$ cat src/rtl/tl_router_param.sv
// rtl/tl_router_param.sv - class-steered router: input FIFO feeding NCH output FIFOs
//
// Ports:
//   clk, reset            clock, asynchronous active-high reset
//   init                  hold in INIT and latch thresholds while high
//   Umbral_bajo/alto      almost-empty / almost-full thresholds
//   push_in, data_in      input FIFO write
//   full_in               input FIFO full
//   pop_out               per-channel read request
//   data_out              per-channel FWFT head, channel c at [c*WIDTH +: WIDTH]
//   empty_out             per-channel empty
//   almost_empty_out      per-channel count <= latched Umbral_bajo
//   req, idx              traffic counter read (idx NCH = input accept counter)
//   counter_out/valid     registered read data and one-cycle qualifier
//   state                 one-hot FSM state
module tl_router_param #(
    parameter int WIDTH   = 12,
    parameter int DEPTH   = 8,
    parameter int NCH     = 4,
    parameter int SEL_LSB = 10,
    parameter int CNT_W   = 5
) (
    input  logic                       clk,
    input  logic                       reset,
    input  logic                       init,
    input  logic [$clog2(DEPTH)-1:0]   Umbral_bajo,
    input  logic [$clog2(DEPTH)-1:0]   Umbral_alto,
    input  logic                       push_in,
    input  logic [WIDTH-1:0]           data_in,
    input  logic [NCH-1:0]             pop_out,
    output logic [NCH*WIDTH-1:0]       data_out,
    output logic [NCH-1:0]             empty_out,
    output logic [NCH-1:0]             almost_empty_out,
    output logic                       full_in,
    input  logic                       req,
    input  logic [$clog2(NCH):0]       idx,
    output logic [CNT_W-1:0]           counter_out,
    output logic                       counter_valid,
    output logic [4:0]                 state
);
    localparam int AW = $clog2(DEPTH);
    localparam int CW = AW + 1;
    localparam int SW = $clog2(NCH);
    localparam int IW = SW + 1;

    typedef enum logic [4:0] {
        S_RESET  = 5'b00001,
        S_INIT   = 5'b00010,
        S_IDLE   = 5'b00100,
        S_ACTIVE = 5'b01000,
        S_ERROR  = 5'b10000
    } state_t;

    state_t state_q, state_d;

    logic [AW-1:0] thr_lo, thr_hi;

    // run: routing and input writes allowed; drain: output pops honoured
    logic run, drain, clr;
    assign run   = (state_q == S_IDLE) || (state_q == S_ACTIVE);
    assign drain = run || (state_q == S_ERROR);
    assign clr   = (state_q == S_INIT);

    // Input FIFO
    logic [WIDTH-1:0] in_mem [DEPTH];
    logic [AW-1:0]    in_wr, in_rd;
    logic [AW:0]      in_cnt;
    logic             in_empty, accept, route;
    logic [SW-1:0]    dest;
    logic [NCH-1:0]   afull, pop_ok;

    assign full_in  = (in_cnt == CW'(DEPTH));
    assign in_empty = (in_cnt == '0);
    assign accept   = run && push_in && !full_in;
    assign dest     = in_mem[in_rd][SEL_LSB +: SW];
    // Head-of-line: a blocked head stalls every channel.
    assign route    = run && !in_empty && !afull[dest];

    always_ff @(posedge clk or posedge reset) begin
        if (reset) begin
            in_wr  <= '0;
            in_rd  <= '0;
            in_cnt <= '0;
        end else if (clr) begin
            in_wr  <= '0;
            in_rd  <= '0;
            in_cnt <= '0;
        end else begin
            if (accept) in_wr <= in_wr + 1'b1;
            if (route)  in_rd <= in_rd + 1'b1;
            case ({accept, route})
                2'b10:   in_cnt <= in_cnt + 1'b1;
                2'b01:   in_cnt <= in_cnt - 1'b1;
                default: in_cnt <= in_cnt;
            endcase
        end
    end

    always_ff @(posedge clk) begin
        if (accept) in_mem[in_wr] <= data_in;
    end

    // Output channels
    for (genvar c = 0; c < NCH; c++) begin : g_ch
        logic [WIDTH-1:0] mem [DEPTH];
        logic [AW-1:0]    wr, rd;
        logic [AW:0]      cnt;
        logic             push;

        assign push      = route && (dest == SW'(c));
        assign pop_ok[c] = drain && pop_out[c] && (cnt != '0);
        assign afull[c]  = (cnt >= {1'b0, thr_hi});
        assign empty_out[c]        = (cnt == '0);
        assign almost_empty_out[c] = (cnt <= {1'b0, thr_lo});
        // Masked so the head reads zero whenever the channel is empty.
        assign data_out[c*WIDTH +: WIDTH] = (cnt == '0) ? '0 : mem[rd];

        always_ff @(posedge clk or posedge reset) begin
            if (reset) begin
                wr  <= '0;
                rd  <= '0;
                cnt <= '0;
            end else if (clr) begin
                wr  <= '0;
                rd  <= '0;
                cnt <= '0;
            end else begin
                if (push)      wr <= wr + 1'b1;
                if (pop_ok[c]) rd <= rd + 1'b1;
                case ({push, pop_ok[c]})
                    2'b10:   cnt <= cnt + 1'b1;
                    2'b01:   cnt <= cnt - 1'b1;
                    default: cnt <= cnt;
                endcase
            end
        end

        always_ff @(posedge clk) begin
            if (push) mem[wr] <= in_mem[in_rd];
        end
    end

    // Thresholds
    always_ff @(posedge clk or posedge reset) begin
        if (reset) begin
            thr_lo <= '0;
            thr_hi <= '0;
        end else if (clr) begin
            thr_lo <= Umbral_bajo;
            thr_hi <= Umbral_alto;
        end
    end

    // Traffic counters: 0..NCH-1 channel pops, NCH accepted input pushes
    logic [CNT_W-1:0] ctr [NCH+1];

    always_ff @(posedge clk or posedge reset) begin
        if (reset) begin
            for (int i = 0; i <= NCH; i++) ctr[i] <= '0;
        end else if (clr) begin
            for (int i = 0; i <= NCH; i++) ctr[i] <= '0;
        end else begin
            for (int i = 0; i < NCH; i++)
                if (pop_ok[i]) ctr[i] <= ctr[i] + 1'b1;
            if (accept) ctr[NCH] <= ctr[NCH] + 1'b1;
        end
    end

    always_ff @(posedge clk or posedge reset) begin
        if (reset) begin
            counter_out   <= '0;
            counter_valid <= 1'b0;
        end else begin
            counter_valid <= req && (state_q != S_RESET);
            if (req && (state_q != S_RESET))
                counter_out <= (idx <= IW'(NCH)) ? ctr[idx] : '0;
        end
    end

    // Control FSM
    logic any_data, err;
    assign any_data = !in_empty || !(&empty_out);
    assign err      = run && ((push_in && full_in) || (|(pop_out & empty_out)));

    always_ff @(posedge clk or posedge reset) begin
        if (reset) state_q <= S_RESET;
        else       state_q <= state_d;
    end

    always_comb begin
        state_d = state_q;
        case (state_q)
            S_RESET: state_d = S_INIT;
            S_INIT:  if (!init) state_d = S_IDLE;
            S_IDLE: begin
                if (init)          state_d = S_INIT;
                else if (err)      state_d = S_ERROR;
                else if (any_data) state_d = S_ACTIVE;
            end
            S_ACTIVE: begin
                if (init)           state_d = S_INIT;
                else if (err)       state_d = S_ERROR;
                else if (!any_data) state_d = S_IDLE;
            end
            S_ERROR: if (init) state_d = S_INIT;
            default: state_d = S_RESET;
        endcase
    end

    assign state = state_q;

endmodule

$ cat config.mk
export PLATFORM = sky130hd
export DESIGN_NAME = tl_router_param
export DESIGN_NICKNAME = d
export VERILOG_FILES = /design/src/rtl/tl_router_param.sv
export SDC_FILE = /design/constraint.sdc
export NUM_CORES = 1
export LEC_CHECK = 0
export BUFFER_PORTS_ARGS = -buffer_cell sky130_fd_sc_hd__buf_2
export CORE_UTILIZATION = 30
export DETAILED_ROUTE_END_ITERATION = 10
export SYNTH_ARGS = -nofsm -noshare
export SYNTH_HDL_FRONTEND = slang
export SYNTH_SLANG_ARGS = --single-unit
$ cat constraint.sdc
create_clock -name clk -period 9 [get_ports clk]
set_input_delay 1.8 -clock clk [delete_from_list [all_inputs] [get_ports clk]]
set_output_delay 1.8 -clock clk [all_outputs]
set_load 0.02 [all_outputs]
==> reports/qor.yml, run 1 <==
outcome:
  status: "complete, no violations"
finish:
  nNetsFinal: 1620
  area_growth_pct: 16.1
  nFillCells: 7423
  layout-drive-gt1-share: 0.257
  design_area_um2: 28000
yosys:
  yosysTopAreaCell: "edfxtp_1"
  synth_area_um2: 24100
  yosysSeqAreaShare: 0.694
  ys_top_cells_by_count: "edfxtp_1 (480), nor2_1 (129), mux4_2 (122)"
  ys_async_sr_fraction: 0.161
  yosysMostFrequentCell: "edfxtp_1"
  yosys_warnings: 0
  synth_top_area_frac: 0.598
  syn_inst: 1420
  synthFlopType: "edfxtp_1"
  ys_ff_latch: 572
  synth_area_leaders: "edfxtp_1 (60%), mux4_2 (11%), dfrtp_1 (9.5%)"
  yosysUniqueCellTypes: 63
  syn_nets: 1500
  synth_edf_count: 480
  syn_area_per_cell_um2: 17.0
timing:
  setup_tns_ps: 0
  skew_ps: 35.5
  fmax_ghz: 0.222
  rsz0062_at_grt: "false"
  slew_violations: 0
  fin_crit_sh: 0.500
  relSlewSlack: 0.168
  hold_violations: 0
  setup_viol: 0
  tightestPinTransition_ps: 1240
  setup_slack_ps: 4500
  period_minus_slack_ps: 4500
cts:
  clk_pin_slew_ps: 60
  postCtsSetupBuffers: 0
  clockBufferDepth: 3
  clock_latency_ps: 630
  clock_sinks: 572
  htreeDepth: 2
  numCtsBuffers: 57
  postCtsHoldBufs: 0
  cts_resized: 0
  cts_tree: "yes"
  cts_root_buf: "clkbuf_16"
pwr:
  leakage_uw: 0.00968
  powerDensity_nw_per_um2: 246
  ir_drop_mv: 0.169
place:
  placed_area_um2: 26000
  io_buffers: 97
  dp_hpwl_mm: 32.6
  place_congestion: 0.784
  pre_cts_slack_ps: 4650
detailed_routing:
  viasPerCell: 4.76
  first_pass_iters: 4
  routed_wl_mm: 51.9
  drt_iter0_markers: 812
  drc_errors: 0
  wl_per_cell_um: 19.7
  routed-via-count: 12561
  detail-route-antenna-nets: 0
critical_path:
  cp-end-kind: "primary output"
  start_kind: "flop"
  cp_max_fo: 26
  path_class: "reg2out"
  crit_arrival_ps: 2700
  startpoint: "g_ch[0].rd[1]$_DFFE_PP0P_"
  cp.required_ps: 7200
  worstReg2RegStart: "in_rd[1]$_DFFE_PP0P_"
die:
  fp-row-count: 103
  io_pins: 98
  start_util: 0.304
  fp.dieArea_um2: 81400
  die_h_um: 285
  core_area_um2: 79300
  die_w_um: 285
run:
  cap_violations: 0
global_route:
  grt_max_degree: 58
  antenna_found_initial: 5
  grt.overflow.total: 0
  grt_first_pass_wirelength_mm: 80.3
  grt_pass1_vias: 13379
  grt_usage: 0.129
worst_hold_path:
  min-delay-start: "counter_out[1]$_DFFE_PP0P_"
  hold_path_class: "reg2reg"
## where the power goes
group,leakage (µW),internal [µW],switching (µW)
Clock,0.000926,1390,1040
Sequential,0.00557,2970,84.5
Combinational,0.00318,509,872
## path summary, 6_finish.rpt
kind / end / slack, ps / depth (start not counted)
min in group asynchronous: counter_valid$_DFF_PP0_ / 1230 / 2
min reg2reg: counter_out[1]$_DFFE_PP0P_ / 480 / 2
max reg2reg: in_cnt[3]$_DFFE_PP0P_ / 4680 / 13
min: counter_out[1]$_DFFE_PP0P_ / 480 / 2
max in group asynchronous: g_ch[3].cnt[0]$_DFFE_PP0P_ / 6650 / 3
max: data_out[10] / 4500 / 4
## metrics by stage
stage | hold slack [ps] | total power [µW] | instances | utilization
after global placement | 464 | 4490 | 2531 | 0.328
final | 482 | 6870 | 2640 | 0.353
after floorplan | 499 | 4020 | 1420 | -
after detailed placement | 472 | 4520 | 2531 | 0.328
after global routing | 533 | 7170 | 2639 | 0.353
after CTS | 487 | 6960 | 2639 | 0.353
## layout make-up
cell class / instances / area [µm²] / share of cell area
inverter: 28 / 108 / 0.00385
timing repair buffer: 139 / 801 / 0.0286
antenna: 1 / 2.50 / 0.0000895
clock buffer: 65 / 1480 / 0.0528
clock inverter: 43 / 469 / 0.0168
sequential: 572 / 16700 / 0.598
multi-input combinational: 742 / 7080 / 0.253
tap: 1050 / 1310 / 0.0470
## sequential cells by signal, indices dropped and copies added, names as in the netlist
register / cells
counter_out: 5
counter_valid: 1
ctr: 25
g_ch.cnt: 16
g_ch.mem: 384
g_ch.rd: 12
g_ch.wr: 12
in_cnt: 4
in_mem: 96
in_rd: 3
in_wr: 3
state: 5
thr_hi: 3
thr_lo: 3
## worst max-delay path, stage by stage, from the launching register on
cell     delay [ps]
dfrtp_1        1110
mux4_2          420
mux2i_1         310
nor2_1           60
buf_2           170
## placed cells by master (no fill, tap or decap), types with 11 or more instances in the layout
master and count:
edfxtp_1 480, nor2_1 129, mux4_2 122, buf_2 97, dfrtp_1 91, nand2_1 82
mux2i_1 67, clkbuf_16 58, ha_1 49, buf_4 42, xor2_1 29, nand3_1 29
inv_1 25, o21ai_0 22, a21oi_1 19, xnor2_1 16, nor3b_2 14, a31oi_1 14
mux2_2 13, clkinv_2 12, nor3_1 11, nand4_1 11
## cells by family (layout without fill, tap and decap cells)
family                     after synthesis  count (layout)  share of synthesized area
AOI/OAI and AO/OA                      100             100                     0.0273
xor gates and xnor gates                45              45                     0.0164
adders and majority gates               50              50                     0.0263
buffers and inverters                  106             275                     0.0172
DFF                                    572             572                      0.694
muxes                                  202             202                      0.148
other                                    0               1                          0
and+or+nand+nor                        345             345                     0.0710
## metal layers
layer / vias up / track usage / part of all wire
met2: 216 / 0.230 / 0.52
met1: 6494 / 0.157 / 0.42
met4: 8 / 0.0346 / 0.020
li1: 5770 / - / -
met3: 73 / 0.0250 / 0.038
met5: - / 0 / 0.00085
No activity file was read; power rests on OpenSTA's default activity.
==> run 2, diff against run 1 <==
==> constraint.sdc (replaced) <==
create_clock -name clk -period 4.1 [get_ports clk]
set_input_delay 0.82 -clock clk [delete_from_list [all_inputs] [get_ports clk]]
set_output_delay 0.82 -clock clk [all_outputs]
set_load 0.02 [all_outputs]
==> run 2 against run 1 <==
Net effect:
- sequential power rose by 120%
- utilization rose by 0.33 points
- wire length rose by 2.4%
- clock power rose by 120%
- hold slack got worse by 310 ps
- largest cell class unchanged
- via count rose by 2.1%
- cell count rose by 1.2%
==> reports/qor.yml, run 2 (synthesis results as in run 1) <==
timing:
  hold_violations: 0
  setup_viol: 0
  fmax_ghz: 0.273
  timing.hold.ws_ps: 172
  tightestPinTransition_ps: 933
  period_minus_slack_ps: 3660
  rsz0062_at_grt: "false"
  skew_ps: 17.8
  relSlewSlack: 0.378
  setup_tns_ps: 0
  fin_crit_sh: 0.893
  slew_violations: 0
pwr:
  p_seq_frac: 0.442
  powerDensity_nw_per_um2: 538
  ir_drop_mv: 0.307
  intPower_uw: 10800
  p_comb_frac: 0.198
  swShare: 0.287
  power_frac_clock: 0.360
  leakage_uw: 0.00989
  p_switching_uw: 4360
place:
  placed_area_um2: 26200
  place_congestion: 0.786
  dp_hpwl_mm: 33.8
  io_buffers: 97
finish:
  layout_commonest_cell: "edfxtp_1"
  nFillCells: 7370
  top_register: "g_ch.mem"
  design_area_um2: 28200
  multi_input_area_um2: 7080
  nNetsFinal: 1651
  layout-drive-gt1-share: 0.271
  largest_register_ffs: 384
  seq_area_um2: 16700
  layout_common_cells: "edfxtp_1 (480), nor2_1 (129), mux4_2 (122), buf_2 (97), dfrtp_1 (91)"
  reg_top3: "g_ch.mem (384), in_mem (96), ctr (25)"
  area_growth_pct: 17.2
die:
  fp-row-count: 103
  die_h_um: 285
  core_area_um2: 79300
  start_util: 0.304
  fp.dieArea_um2: 81400
  io_pins: 98
  die_w_um: 285
detailed_routing:
  drc_errors: 0
  routed_wl_mm: 53.2
  drt_iter0_markers: 939
  first_pass_iters: 5
  routed-via-count: 12827
  wl_per_cell_um: 19.9
  detail-route-antenna-nets: 0
  viasPerCell: 4.80
global_route:
  grt_max_degree: 58
  grt.overflow.total: 0
  grt_pass1_vias: 13508
  grt_usage: 0.132
  antenna_found_initial: 7
  grt_first_pass_wirelength_mm: 82.3
cts:
  cts_tree: "yes"
  postCtsSetupBuffers: 0
  clk_pin_slew_ps: 70
  clock_sinks: 572
  cts_resized: 0
  numCtsBuffers: 59
  htreeDepth: 2
  clock_latency_ps: 630
  cts_root_buf: "clkbuf_16"
  clockBufferDepth: 3
  postCtsHoldBufs: 0
run:
  cap_violations: 0
critical_path:
  r2r.worst_path.cells: 13
  worstReg2RegStart: "in_rd[0]$_DFFE_PP0P_"
  cp_max_fo: 34
  cp.required_ps: 4590
  path_class: "reg2reg"
  start_kind: "flop"
  cp-end-kind: "flop"
  r2r_slack_ps: 440
  crit_arrival_ps: 4150
  timing.rr.end: "g_ch[1].cnt[3]$_DFFE_PP0P_"
worst_hold_path:
  hold_path_class: "in2async"
outcome:
  status: "complete, no violations"
==> run 2: cell types whose count changed in the layout (fill, tap and decap cells not counted), sizes merged, moves of 2 or more <==
cell,previous run,this run
inv,29,31
clkbuf,65,67
buf,139,168
clkinvlp,9,4
==> run 2: per-layer routing <==
layer  global-route usage  vias up  routed length, µm
met5                    0        -                 39
met4               0.0398        6               1360
met3               0.0252       93               2020
met2                0.226      235              26900
met1                0.168     6665              22800
li1                     -     5828                  -
==> run 2: layout make-up <==
cell class	count	share of cell area
clock inverter	42	0.0163
inverter	28	0.00381
clock buffer	67	0.0541
tap	1050	0.0465
sequential	572	0.592
multi-input combinational	742	0.251
timing repair buffer	168	0.0361
antenna	2	0.000177
==> run 2: worst max-delay path by stage <==
stage,startpoint,to,slack [ps],cells past startpoint
after global routing,in_rd[0]$_DFFE_PP0P_,g_ch[1].cnt[3]$_DFFE_PP0P_,100,13
after detailed placement,in_rd[0]$_DFFE_PP0P_,g_ch[1].cnt[3]$_DFFE_PP0P_,380,13
final,in_rd[0]$_DFFE_PP0P_,g_ch[1].cnt[3]$_DFFE_PP0P_,440,13
after floorplan,in_rd[0]$_DFFE_PP0P_,g_ch[1].mem[0][0]$_DFFE_PP_,570,9
after CTS,in_rd[0]$_DFFE_PP0P_,g_ch[1].cnt[3]$_DFFE_PP0P_,400,13
after global placement,in_rd[0]$_DFFE_PP0P_,g_ch[1].mem[6][6]$_DFFE_PP_,470,9
==> run 2: per-stage QoR <==
| stage | std cells | utilization | worst slack [ps] | power, µW |
|---|---|---|---|---|
| 6_report | 2671 | 0.356 | 440 | 15200 |
| 5_1_grt | 2670 | 0.356 | 100 | 15900 |
| 4_1_cts | 2669 | 0.356 | 395 | 15400 |
| 3_5_place_dp | 2560 | 0.331 | 379 | 9920 |
| 3_3_place_gp | 2560 | 0.331 | 470 | 9850 |
| 2_1_floorplan | 1420 | - | 573 | 8830 |
==> run 2: power by group through the flow <==
| stage | Combinational (µW) | Sequential [µW] | Clock (µW) |
|---|---|---|---|
| after floorplan | 2060 | 6770 | 0 |
| after global placement | 3030 | 6820 | 0 |
| after detailed placement | 3090 | 6830 | 0 |
| after CTS | 3100 | 6710 | 5600 |
| after global routing | 3320 | 6740 | 5800 |
| final | 3010 | 6720 | 5460 |
==> run 2: worst max-delay path, stage by stage (launching register included) <==
cell and delay (ps):
dfrtp_1 490, buf_4 300, mux4_2 520, nor2b_1 120, or2_4 160, inv_2 40, buf_4 240, nor4_4 480
nor2_1 160, ha_1 350, a31oi_1 240, nor2_1 70, a221oi_1 280, a31oi_1 70
==> run 3, diff against run 2 <==
--- a/config.mk
+++ b/config.mk
@@ -6,7 +6,8 @@
 export NUM_CORES = 1
 export LEC_CHECK = 0
 export BUFFER_PORTS_ARGS = -buffer_cell sky130_fd_sc_hd__buf_2
-export CORE_UTILIZATION = 30
+export CORE_UTILIZATION = 44
+export CTS_CLUSTER_DIAMETER = 100
 export DETAILED_ROUTE_END_ITERATION = 10
 export SYNTH_ARGS = -nofsm -noshare
 export SYNTH_HDL_FRONTEND = slang
==> run 3 against run 2 <==
Net effect:
- sequential cell count unchanged
- clock power down 3%
- fmax up 3.7%
- hold slack better by 260 ps
- register-to-register slack better by 130 ps
- sequential power up 0.6%
- combinational power down 3%
==> reports/qor.yml, run 3 (synthesis results as in run 1) <==
critical_path:
  cp_num_buf_inv: 1
  crit_arrival_ps: 4020
  cp.required_ps: 4600
  max_stage_delay_ps: 500
  cp-end-kind: "flop"
  timing.rr.end: "in_cnt[3]$_DFFE_PP0P_"
  start_kind: "flop"
  r2r_slack_ps: 570
  path_class: "reg2reg"
  crit_chain: "inv_1 > ha_1 > nand2b_1 > a21o_1 > a211o_1 > mux2i_1 > a22oi_4 > nor2_1 > ha_1 > a21o_1 > a21o_1 > nand3_1 > mux2i_1 > or4_1"
  slowest_stage: "or4_1"
  worstReg2RegStart: "g_ch[1].cnt[0]$_DFFE_PP0P_"
  cp_max_fo: 5
  critPathTopFamily: "compound AO/OA/AOI/OAI gates"
  crit_path_frequent_cell: "a21o_1"
  r2r.worst_path.cells: 14
pwr:
  ir_drop_mv: 0.414
  p_switching_uw: 4240
  swShare: 0.284
  p_comb_frac: 0.195
  p_seq_frac: 0.452
  power_frac_clock: 0.353
  intPower_uw: 10700
  leakage_uw: 0.00982
  powerDensity_nw_per_um2: 540
global_route:
  grt_first_pass_wirelength_mm: 78.3
  grt_usage: 0.186
  antenna_found_initial: 2
  grt_pass1_vias: 13006
  grt_max_degree: 78
  grt.overflow.total: 0
timing:
  slew_violations: 0
  tightestPinTransition_ps: 1040
  setup_viol: 0
  timing.hold.ws_ps: 428
  setup_slack_ps: 570
  period_minus_slack_ps: 3530
  fin_crit_sh: 0.861
  fmax_ghz: 0.283
  relSlewSlack: 0.303
  skew_ps: 31.8
  rsz0062_at_grt: "false"
  setup_tns_ps: 0
  hold_violations: 0
finish:
  seq_area_um2: 16700
  top_register: "g_ch.mem"
  layout_common_cells: "edfxtp_1 (480), nor2_1 (129), mux4_2 (122), buf_2 (97), dfrtp_1 (89)"
  largest_register_ffs: 384
  layout_commonest_cell: "edfxtp_1"
  nNetsFinal: 1646
  multi_input_area_um2: 7090
  layout-drive-gt1-share: 0.266
  nFillCells: 4388
  reg_top3: "g_ch.mem (384), in_mem (96), ctr (25)"
  area_growth_pct: 14.9
detailed_routing:
  detail-route-antenna-nets: 0
  viasPerCell: 5.47
  routed_wl_mm: 50.2
  drt_iter0_markers: 743
  wl_per_cell_um: 21.7
  drc_errors: 0
  routed-via-count: 12623
  first_pass_iters: 5
cts:
  clock_sinks: 572
  clockBufferDepth: 3
  clk_pin_slew_ps: 60
  postCtsSetupBuffers: 0
  clock_latency_ps: 640
  cts_root_buf: "clkbuf_16"
  cts_resized: 0
  htreeDepth: 2
  postCtsHoldBufs: 0
  numCtsBuffers: 59
  cts_tree: "yes"
die:
  fp.dieArea_um2: 55700
  fp-row-count: 85
  io_pins: 98
  start_util: 0.447
  die_w_um: 236
  core_area_um2: 53900
  die_h_um: 236
place:
  pre_cts_slack_ps: 541
  place_congestion: 0.796
  io_buffers: 97
  dp_hpwl_mm: 30.5
worst_hold_path:
  hold_path_class: "in2async"
outcome:
  status: "complete, no violations"
run:
  cap_violations: 0
[run 3: cell count changes in the layout (fill, tap and decap cells not counted), sizes merged]
cell      delta
clkbuf       +3
clkinv       -1
inv          -2
diode        +1
clkinvlp     -3
bufinv       -1
buf          -5
[run 3: power by group through the flow]
stage	Clock (µW)	Sequential [µW]	Combinational [µW]
after CTS	5390	6770	2980
after detailed placement	0	6880	2970
final	5270	6760	2920
after global routing	5630	6790	3190
after floorplan	0	6770	2060
after global placement	0	6880	2930
[run 3: how the worst max path moves through the flow]
stage | start | end | depth (start not counted)
6_report | g_ch[1].cnt[0]$_DFFE_PP0P_ | in_cnt[3]$_DFFE_PP0P_ | 14
5_1_grt | in_rd[0]$_DFFE_PP0P_ | g_ch[1].cnt[3]$_DFFE_PP0P_ | 12
4_1_cts | g_ch[1].rd[0]$_DFFE_PP0P_ | data_out[22] | 4
3_5_place_dp | in_rd[0]$_DFFE_PP0P_ | g_ch[1].cnt[3]$_DFFE_PP0P_ | 12
3_3_place_gp | g_ch[1].cnt[0]$_DFFE_PP0P_ | in_cnt[3]$_DFFE_PP0P_ | 14
2_1_floorplan | in_rd[0]$_DFFE_PP0P_ | g_ch[1].mem[0][0]$_DFFE_PP_ | 9
[run 3: area by class of cell]
| class | count | area share |
|---|---|---|
| repair buffers | 163 | 0.0354 |
| flip-flops and latches | 572 | 0.604 |
| multi-input cells | 742 | 0.256 |
| diodes | 3 | 0.000271 |
| clock inverters | 35 | 0.0136 |
| well taps | 696 | 0.0315 |
| inverters | 28 | 0.00389 |
| clock buffers | 70 | 0.0548 |
[run 3: metrics by stage]
step / utilization / area, µm² / std cells / total power (µW)
CTS: 0.513 / 27700 / 2306 / 15100
global route: 0.513 / 27700 / 2306 / 15600
global placement: 0.478 / 25800 / 2201 / 9810
finish: 0.513 / 27700 / 2309 / 15000
floorplan: - / 24100 / 1420 / 8830
detailed placement: 0.478 / 25800 / 2201 / 9850
[run 3: worst register-to-register path: stages (launching register included)]
cell and delay, ps:
dfrtp_1 430, inv_1 110, ha_1 270, nand2b_1 130, a21o_1 170, a211o_1 330, mux2i_1 340, a22oi_4 80
nor2_1 220, ha_1 280, a21o_1 190, a21o_1 190, nand3_1 80, mux2i_1 70, or4_1 500
[run 3: routing by layer]
metal | global-route usage | vias up | wire (µm) | share of wire
met3 | 0.0307 | 83 | 2010 | 0.040
li1 | - | 5812 | - | -
met5 | 0 | - | 23 | 0.00046
met1 | 0.249 | 6520 | 21900 | 0.44
met2 | 0.312 | 204 | 25100 | 0.50
met4 | 0.0590 | 4 | 1220 | 0.024
